===== config.mk =====
export PLATFORM = sky130hd
export DESIGN_NAME = rr_arbiter_4
export DESIGN_NICKNAME = d
export VERILOG_FILES = /design/src/rtl/rr_arbiter_4.sv
export SDC_FILE = /design/constraint.sdc
export NUM_CORES = 1
export LEC_CHECK = 0
export CAP_MARGIN = 20
export CORE_ASPECT_RATIO = 0.7
export CORE_UTILIZATION = 55
export DETAILED_ROUTE_END_ITERATION = 16
export PLACE_DENSITY = 0.81
export SKIP_LAST_GASP = 1
export SLEW_MARGIN = 20
export SYNTH_ARGS = -nofsm -noshare
export SYNTH_HDL_FRONTEND = slang
export SYNTH_SLANG_ARGS = --single-unit

===== constraint.sdc =====
create_clock -name clk -period 3.1 [get_ports clk]
set_input_delay 0.62 -clock clk [delete_from_list [all_inputs] [get_ports clk]]
set_output_delay 0.62 -clock clk [all_outputs]
set_load 0.03 [all_outputs]

===== src/rtl/rr_arbiter_4.sv =====
// rr_arbiter_4: four-way round-robin arbiter with a bounded hold time.
// Requester index k maps to request/grant bit (3-k): index 00 is bit 3.
// The grant code selects the shared datapath source; the one-hot grant
// drives the per-requester enables.
module rr_arbiter_4 #(
  parameter int unsigned HOLD_MAX = 8
) (
  input  logic       clk,
  input  logic       reset,
  input  logic [3:0] req,
  output logic [3:0] gnt,
  output logic [1:0] gnt_idx,
  output logic       gnt_valid
);

  localparam int unsigned N_REQ = 4;
  localparam int unsigned IDX_W = 2;
  localparam int unsigned CNT_W = (HOLD_MAX == 0) ? 1 : $clog2(HOLD_MAX + 1);

  localparam logic [CNT_W-1:0] CNT_ONE = CNT_W'(1);
  localparam logic [CNT_W-1:0] CNT_MAX = CNT_W'(HOLD_MAX);
  localparam logic             HOLD_EN = (HOLD_MAX != 0);

  typedef enum logic {
    ST_IDLE  = 1'b0,
    ST_GRANT = 1'b1
  } state_e;

  state_e             state_q, state_d;
  logic [N_REQ-1:0]   gnt_q, gnt_d;
  logic [IDX_W-1:0]   idx_q, idx_d;
  logic               valid_q, valid_d;
  logic [IDX_W-1:0]   ptr_q, ptr_d;   // first index searched on the next new grant
  logic [CNT_W-1:0]   cnt_q, cnt_d;

  logic [N_REQ-1:0]   req_ix;         // requests re-ordered so bit k is index k
  logic [N_REQ-1:0]   holder_mask;
  logic [N_REQ-1:0]   other_req;
  logic               holder_req;
  logic [IDX_W:0]     pick_all;
  logic [IDX_W:0]     pick_oth;
  logic               hold_limit;
  logic               cnt_sat;
  logic               issue;
  logic [IDX_W-1:0]   issue_idx;

  // First set bit of mask searched from start upward (mod 4); MSB = found.
  function automatic logic [IDX_W:0] rr_pick(input logic [IDX_W-1:0] start,
                                            input logic [N_REQ-1:0] mask);
    logic [IDX_W:0]   res;
    logic [IDX_W-1:0] k;
    res = '0;
    for (int o = N_REQ - 1; o >= 0; o--) begin
      k = start + IDX_W'(o);
      if (mask[k]) begin
        res = {1'b1, k};
      end
    end
    return res;
  endfunction

  // Index code to one-hot grant bit (index 00 -> 4'b1000).
  function automatic logic [N_REQ-1:0] idx_to_gnt(input logic [IDX_W-1:0] k);
    return N_REQ'(4'b1000 >> k);
  endfunction

  // Index-ordered view of the request vector and holder-relative terms.
  always_comb begin
    req_ix      = {req[0], req[1], req[2], req[3]};
    holder_mask = '0;
    holder_mask[idx_q] = 1'b1;
    other_req   = req_ix & ~holder_mask;
    holder_req  = req_ix[idx_q];
    pick_all    = rr_pick(ptr_q, req_ix);
    pick_oth    = rr_pick(ptr_q, other_req);
    hold_limit  = HOLD_EN && (cnt_q == CNT_MAX);
    cnt_sat     = !HOLD_EN || (cnt_q == CNT_MAX);
  end

  // Next-state and registered-output decode.
  always_comb begin
    state_d   = state_q;
    gnt_d     = gnt_q;
    idx_d     = idx_q;
    valid_d   = valid_q;
    ptr_d     = ptr_q;
    cnt_d     = cnt_q;
    issue     = 1'b0;
    issue_idx = idx_q;

    unique case (state_q)
      ST_IDLE: begin
        if (pick_all[IDX_W]) begin
          issue     = 1'b1;
          issue_idx = pick_all[IDX_W-1:0];
        end
      end
      ST_GRANT: begin
        if (!holder_req) begin
          if (pick_oth[IDX_W]) begin
            // holder released with others waiting: hand over without a bubble
            issue     = 1'b1;
            issue_idx = pick_oth[IDX_W-1:0];
          end else begin
            state_d = ST_IDLE;
            gnt_d   = '0;
            valid_d = 1'b0;
            cnt_d   = '0;
          end
        end else if (hold_limit && pick_oth[IDX_W]) begin
          // holder used its full slot: forced rotation
          issue     = 1'b1;
          issue_idx = pick_oth[IDX_W-1:0];
        end else if (!cnt_sat) begin
          cnt_d = cnt_q + CNT_ONE;
        end
      end
      default: begin
        state_d = ST_IDLE;
        gnt_d   = '0;
        valid_d = 1'b0;
        cnt_d   = '0;
      end
    endcase

    if (issue) begin
      state_d = ST_GRANT;
      gnt_d   = idx_to_gnt(issue_idx);
      idx_d   = issue_idx;
      valid_d = 1'b1;
      ptr_d   = issue_idx + IDX_W'(1);
      cnt_d   = CNT_ONE;
    end
  end

  // State and output registers.
  always_ff @(posedge clk or posedge reset) begin
    if (reset) begin
      state_q <= ST_IDLE;
      gnt_q   <= '0;
      idx_q   <= '0;
      valid_q <= 1'b0;
      ptr_q   <= '0;
      cnt_q   <= '0;
    end else begin
      state_q <= state_d;
      gnt_q   <= gnt_d;
      idx_q   <= idx_d;
      valid_q <= valid_d;
      ptr_q   <= ptr_d;
      cnt_q   <= cnt_d;
    end
  end

  assign gnt       = gnt_q;
  assign gnt_idx   = idx_q;
  assign gnt_valid = valid_q;

`ifndef SYNTHESIS
  // Grant is never more than one-hot and the valid flag tracks it.
  always_ff @(posedge clk) begin
    if (!reset) begin
      assert ($onehot0(gnt_q));
      assert (valid_q == (|gnt_q));
    end
  end
`endif

endmodule


# == Word level (Yosys, flattened, before mapping) ==
# Index checks and enable logic that the tools add are counted.
# totals
ff_bits,14
out_inout_bits,7
latchBits,0
input_bits,6
mem_bits_ro,0
mem_bits_rw,0
memories,0
elab_cells,86
# classes
eq_ne,6
addsub,5
n_mux,54
order_cmp,6
bitwise,3
n_mul,0
div_mod_pow,0
reduce_logical,5
shifts,1
# ops
operator,count
2-to-1 mux 4 bit,9
2-to-1 mux 3 bit,8
2-to-1 mux 1 bit,21
binary-select mux 1 bit (select 2 bit),9
"less-than comparator 2 x 3 -> 1 bit, second input constant",5
2-to-1 mux 2 bit,4
"!= test 3 x 2 -> 1 bit, second input constant",2
"adder 2 x 1 -> 2 bit, second input constant",2
"adder 2 bit, second input constant",2
"adder 4 x 1 -> 4 bit, second input constant",1
bitwise AND 4 bit,1
"equality test 4 bit, second input constant",1
"!= test 2 x 1 -> 1 bit, second input constant",2
NOT 4 bit,1
one-hot mux 2 bit (2 select lines),1
AND reduction 4 bit,1
">> shifter 4 x 2 -> 4 bit, first input constant",1
"!= test 3 bit, second input constant",1
AND reduction 3 bit,1
demux 1 bit (select 2 bit),1
">= comparator 2 x 1 -> 1 bit, second input constant",1
logical AND 1 bit,2
one-hot mux 1 bit (2 select lines),1
nonzero test 2 bit,1
NOT 1 bit,1

# == Longest topological paths before layout ==
# Gate-level depths: netlist of the first run.
# depth
word_depth,18
mapped_depth,10
ltp_nobuf,10

# == Worst setup path after synthesis of the first run ==
# No wires, ideal clock.
# synth_path
path_type,in2reg
from,input port req[0]
to,register ptr_q[1]
setup_ns,0.125
t_required_ns,2.975
path_slack_ns,0.397
stages,8
arrival_time_ns,2.578
path_buffers,1
cell_sequence,buf_6 > mux4_2 > and2_4 > nor3_4 > a21oi_2 > a221o_1 > ha_1 > mux2_4
# synth_via
elab_chain_cells,12
word_cells_on_any_way,39
classes_between,add/sub: 1; mux: 36; bitwise: 1; reduce/logical: 1
# synth_lines
element,line,source
"start, declared",10,"input logic [3:0] req,"
bitwise AND 4 bit,72,other_req = req_ix & ~holder_mask;
binary-select mux 1 bit (select 2 bit),55,if (mask[k]) begin
2-to-1 mux 1 bit (not written as such),55,
2-to-1 mux 3 bit (4 in a row),55,
logical AND 1 bit,110,end else if (hold_limit && pick_oth[IDX_W]) begin
2-to-1 mux 2 bit,110,
2-to-1 mux 2 bit,99,if (!holder_req) begin
one-hot mux 2 bit (2 select lines) *,91,unique case (state_q)
named net issue_idx[1],45,logic [IDX_W-1:0] issue_idx;
adder 2 x 1 -> 2 bit *,131,ptr_d = issue_idx + IDX_W'(1);
"end signal, assigned",150,ptr_q <= ptr_d;
"end, declared",33,"logic [IDX_W-1:0] ptr_q, ptr_d;"
# Mark *: on every way through the listed nets, which the timed path passes. The rest lies on a longest branch. The select of a mux whose other input is x is not followed.
# A chain may end at the register's enable or synchronous reset.

# == Worst setup path after layout of the first run ==
# layout_path
from,input port req[1]
to,register ptr_q[1]
# Same word-level chain as after synthesis.

==> results of run 1 <==
[through the flow]
| step | setup WS (ns) | instance area, um^2 | setup TNS [ns] | utilization (%) |
|---|---|---|---|---|
| 2_1_floorplan | 0.397 | 1110 | 0 | - |
| 3_3_place_gp | 0.0674 | 1300 | 0 | 69.3 |
| 3_5_place_dp | -0.0103 | 1300 | -0.0103 | 69.3 |
| 4_1_cts | 0.299 | 1330 | 0 | 71.2 |
| 5_1_grt | 0.171 | 1330 | 0 | 71.2 |
| 6_report | 0.292 | 1330 | 0 | 71.2 |
[cells by family (layout without fill, tap and decap cells)]
family,after synthesis,after routing,synth area share (%)
adders and majority gates,6,6,6.76
muxes,4,4,5.18
AOI/OAI and AO/OA,41,41,27.5
and+or+nand+nor,42,42,21.2
buffers and inverters,16,36,7.09
DFF,14,14,31.5
xor gates and xnor gates,1,1,0.788
[cell type report]
type | instances | share of cell area (%)
well taps | 22 | 2.07
multi-input cells | 94 | 51.2
inverters | 9 | 2.54
clock buffers | 4 | 2.72
flip-flops and latches | 14 | 26.3
repair buffers | 23 | 15.2
[critical path, delay by kind of cell]
family	cells	cell delay [ns]
AOI/OAI and AO/OA	2	0.51
and+or+nand+nor	2	0.34
muxes	2	0.78
buffers and inverters	1	0.46
adders and majority gates	1	0.29
[final timing paths]
path | endpoint | depth (start not counted) | slack, ns | from
worst max-delay path | ptr_q[1] | 8 | 0.29 | req[1]
worst min-delay path | gnt[0] | 1 | 0.52 | gnt[0]
worst max register to register | ptr_q[1] | 7 | 0.59 | gnt_idx[1]
worst min register to register | gnt[0] | 1 | 0.52 | gnt[0]
max in group asynchronous | cnt_q[2] | 2 | 2.10 | reset
min in group asynchronous | gnt[1] | 2 | 0.66 | reset
[layer usage]
layer  vias to the layer above  track usage [%]
met1                       483             31.7
li1                        499                -
met3                         9             7.59
met4                         0             13.8
met5                         -                0
met2                        29             46.4
[power breakdown]
group | total [W] | internal [W] | switching, W
Combinational | 0.000838 | 0.000422 | 0.000416
Sequential | 0.000346 | 0.000252 | 0.0000938
Clock | 0.000135 | 0.0000717 | 0.0000637
[cell usage after synthesis, drive strengths merged, types with 2 or more instances]
master	instances
a21o	2
a21oi	10
a221o	3
a22o	3
a31oi	4
and2	4
and3	2
buf	5
clkbuf	2
dfrtp	14
ha	6
inv	8
mux2i	2
nand2	9
nand2b	3
nand3	3
nand3b	2
nor2	10
nor3	3
o211a	2
o211ai	4
o21ai	2
o31ai	2
or2	2
[layout by cell type, fill, tap and decap left out, drive strengths merged, types with 3 or more instances in the layout]
cell type	Yosys	routed
dfrtp	14	14
clkdlybuf4s50	0	12
nand3	3	3
nand2	9	9
nor2	10	10
nand2b	3	3
clkbuf	2	4
ha	6	6
and2	4	4
o211ai	4	4
inv	8	8
a31oi	4	4
buf	5	11
a22o	3	3
nor3	3	3
a21oi	10	10
a221o	3	3
[flip-flops by register name, indices dropped and copies added (netlist names)]
register and flops:
cnt_q 4, gnt 4, gnt_idx 2, gnt_valid 1, ptr_q 2, state_q 1
==> impl_results.md, run 1 <==
- CP cell instances: clkdlybuf4s50_1 -> mux4_2 -> and2_4 -> nor3_4 -> a21oi_2 -> a221o_1 -> ha_1 -> mux2_4
- Initial antenna violation count: 0
- Gr usage total: 26.9%
- CTS tree: done
- PortBufs: 12
- EDFF count, synth: 0
- DR WL met2: 1230 um
- Multi-input logic area: 682 um^2
- WL met1: 1180 um
- Final hold vios: 0
- Largest net degree at the start of global routing: 16
- Final min period: ~2.8 ns
- Critical path class: in2reg
- Max incr delay on CP: 0.52 ns
- Layout area overhead: 19.9%
- Post-CTS Setup Bufs: 0
- Status: finished clean
- Std-Cell Rows: 13
- Starting DRC count in detailed routing: 29
- Crit path DAT: about 3.0 ns
- Post-CTS sizing: 0
- Residual DRC count: 0
- Core Box Area: 1870 um^2
- Layout cells sized above 1: 21.5%
- Worst IR Drop VDD: 0.641 mV
- Synthesized instance count: around 120
- Power density over the cells: 990 nW/um^2
- Data required, critical path: 3.28 ns
- Async set or reset register ratio after synthesis: 100%
- Count of state elements after synthesis: 14
- Post-synth top flop: dfrtp_1
- Worst-Skew Late Latency: between 0.2 and 0.3 ns
- Pin slew with the least headroom to its limit: 0.553 ns
- Final Cycle Share: 90.6%
- First-pass GRT wire length: 4320 um
- DR WL met3: 118 um
- Hold slack: 0.515 ns
- FF+latch area: 350 um^2
- Finished Layout Cells: roughly 170
- Max_cap viols: 0
- Post-DR wirelength/cell: 15.6 um
- Syn avg cell area: between 8 and 9 um^2
- Vias per cell: 6.14
- Half-perimeter wire length after placement: between 1500 and 2000 um
- First-pass DRT Iterations: 4
- Ports: 13
- # fillers: 152
- Nets: 157
- Top layer in use: met4
- Crit path max-delay cell type: mux4_2
- CP max FO: 4
- Slew Viols, Final: 0
- Clock transition at path regs: 0.08 ns
- Die H: 39.6 um
- Die width: between 50 and 60 um
- RSZ-0062 raised after global routing: no
- Netlist cell types: 47
- # hold bufs at CTS: 0
- DR vias: 1020
- Max Freq: between 300 and 400 MHz
- # setup viols final: 0
- Root buf cell: clkbuf_4
- Synth warn: 0
- Top cells by area, synth: dfrtp_1 32%, ha_1 6.8%, a21oi_1 4.1%, nor2_1 3.4%, nand2_1 3.0%
- Vias in the first global route: 969
- Rel. slew slack: 62.8%
- Clock buffer depth: 2
- CP Launch Type: input pin
- TritonCTS Sinks: 14
- Worst Skew: 0.00147 ns
- GPL Wtd Cong: 0.902
- Die area: 2210 um^2
- Post-synth top area cell: dfrtp_1
- Placed insts: 162
- Max H-tree Level: 1
- Total grt overflow: 0
- Antenna diode count: 0
- Worst Setup End Kind: flop
- Hold Crit Class: reg2reg
- Initial Util: 59.4%
- Synth top area share: 31.5%
- Net count after synthesis: roughly 140
- Mapped Area: around 1100 um^2
- Routed WL: 2590 um
- Sequential element share of the synthesized area: 31.5%
- Power, Total: 0.00132 W
- CTS buffer count: 3
- Routed Antenna Nets: 0
- Static leakage: 0.610 nW
No activity file was read; power rests on OpenSTA's default activity.
==> run 2, diff against run 1 <==
- CORE_UTILIZATION: 55 -> 59
- PLACE_DENSITY: 0.81 -> 0.85
- clock period: 3.1 -> 3.35 ns (I/O delays scaled with it)
==> impl_results.md, run 2 (synthesis results as in run 1) <==
- FF+latch area: 350 um^2
- Routed Antenna Nets: 0
- Placed insts: between 150 and 200
- Total grt overflow: 0
- Worst IR Drop VDD: 0.605 mV
- Layout area overhead: 16.6%
- Final core utilization: ~78%
- Antenna diode count: 0
- Worst reg2reg setup slack: 0.62 ns
- R2R depth: 7
- TritonCTS Sinks: 14
- Crit path max-delay cell type: mux4_2
- Max_cap viols: 0
- Initial antenna violation count: 0
- Vias per cell: 6.24
- Starting DRC count in detailed routing: 28
- Power density over the cells: 881 nW/um^2
- # setup viols final: 0
- Initial Util: 66.7%
- Finished Layout Cells: 161
- Gr usage total: 26.3%
- Worst-Skew Late Latency: roughly 0.28 ns
- Crit path DAT: 3.07 ns
- Critical path capture point: ptr_q[1]
- Residual DRC count: 0
- Nets: 154
- Die area: just over 2000 um^2
- Hold Crit Class: reg2reg
- Core Box Area: 1670 um^2
- Reg-to-reg endpoint: ptr_q[1]
- Rel. slew slack: 63.8%
- CP startpoint: req[1]
- Max incr delay on CP: around 0.5 ns
- RSZ-0062 raised after global routing: no
- Multi-input logic area: roughly 680 um^2
- CTS tree: done
- GPL Wtd Cong: 0.837
- Post-CTS Setup Bufs: 0
- Status: finished clean
- Reg2reg start: gnt_idx[0]
- First-pass DRT Iterations: 4
- Vias in the first global route: around 920
- Final min period: 2.92 ns
- Most common cell after layout, fill and taps aside: dfrtp_1
- Setup TNS: 0 ns
- Worst Skew: 0.00840 ns
- Data required, critical path: 3.51 ns
- Slew Viols, Final: 0
- # fillers: 113
- WP buf/inv: 1
- Pin slew with the least headroom to its limit: 0.542 ns
- Critical path class: in2reg
- Half-perimeter wire length after placement: 1770 um
- PortBufs: 12
- Static leakage: 0.588 nW
- Routed WL: 2320 um
- Worst path depth: 8
- Ports: 13
- Die H: ~38 um
- Layout cells sized above 1: 19.3%
- Post-DR wirelength/cell: about 14 um
- CP cell instances: clkdlybuf4s50_1 -> mux4_2 -> and2_4 -> nor3_4 -> a21oi_2 -> a221o_1 -> ha_1 -> mux2_4
- CP max FO: 5
- CTS buffer count: 3
- DR vias: ~1000
- Clock transition at path regs: roughly 0.070 ns
- Std-Cell Rows: 12
- Max H-tree Level: 1
- # hold bufs at CTS: 0
- First-pass GRT wire length: 3790 um
- Clock buffer depth: 2
- Final hold vios: 0
- CP top delay family: multiplexers
- CP Launch Type: input pin
- Max Freq: 343 MHz
- Hold slack: slightly above 0.5 ns
- Final Cycle Share: 87.1%
- Die width: about 54 um
- Largest net degree at the start of global routing: 16
- Power, Total: 0.00114 W
- Worst Setup End Kind: flop
- Post-CTS sizing: 0
- Commonest cells after routing, fill and taps aside: 14 x dfrtp_1, 12 x clkdlybuf4s50_1, 10 x nor2_1, 9 x nand2_1, 9 x a21oi_1
- Root buf cell: clkbuf_4
-- run 2: how the worst min path moves through the flow --
stage / startpoint / endpoint / slack, ns / cells after the start
5_1_grt: gnt[1] / gnt[1] / 0.54 / 1
6_report: gnt[3] / gnt[3] / 0.51 / 1
4_1_cts: gnt[3] / gnt[3] / 0.52 / 1
3_5_place_dp: gnt[3] / gnt[3] / 0.48 / 1
2_1_floorplan: cnt_q[3] / cnt_q[3] / 0.49 / 2
3_3_place_gp: gnt[0] / gnt[0] / 0.49 / 1
-- run 2: where the power goes --
group | switching [W] | internal [W]
Combinational | 0.000350 | 0.000361
Clock | 0.0000498 | 0.0000416
Sequential | 0.000104 | 0.000233
Total | 0.000504 | 0.000636
-- run 2: metal layers --
metal / share of wire (%) / GRT usage (%) / up-vias
met4: 1.0 / 6.58 / 0
met1: 49 / 32.6 / 469
li1: - / - / 492
met5: 0 / 0 / -
met3: 6.4 / 8.33 / 6
met2: 43 / 44.1 / 37
-- run 2: layout make-up --
cell class / instances / share of cell area, %
Sequential cell: 14 / 27.1
Inverter: 9 / 2.61
Multi-Input combinational cell: 94 / 52.7
Timing Repair Buffer: 20 / 13.9
Clock buffer: 3 / 1.74
Tap cell: 21 / 2.03
-- run 2: per-stage QoR --
step / instance area, um^2 / setup slack (ns)
finish: 1290 / 0.433
CTS: 1290 / 0.453
global route: 1290 / 0.320
detailed placement: 1270 / 0.155
global placement: 1270 / 0.222
floorplan: 1110 / 0.597
-- run 2: worst reg2reg max path: stages (launching register included) --
cell     delay, ns
dfrtp_1       0.59
mux4_2        0.59
and2_4        0.17
nor3_4        0.20
a21oi_2       0.11
a221o_1       0.40
ha_1          0.29
mux2_4        0.26
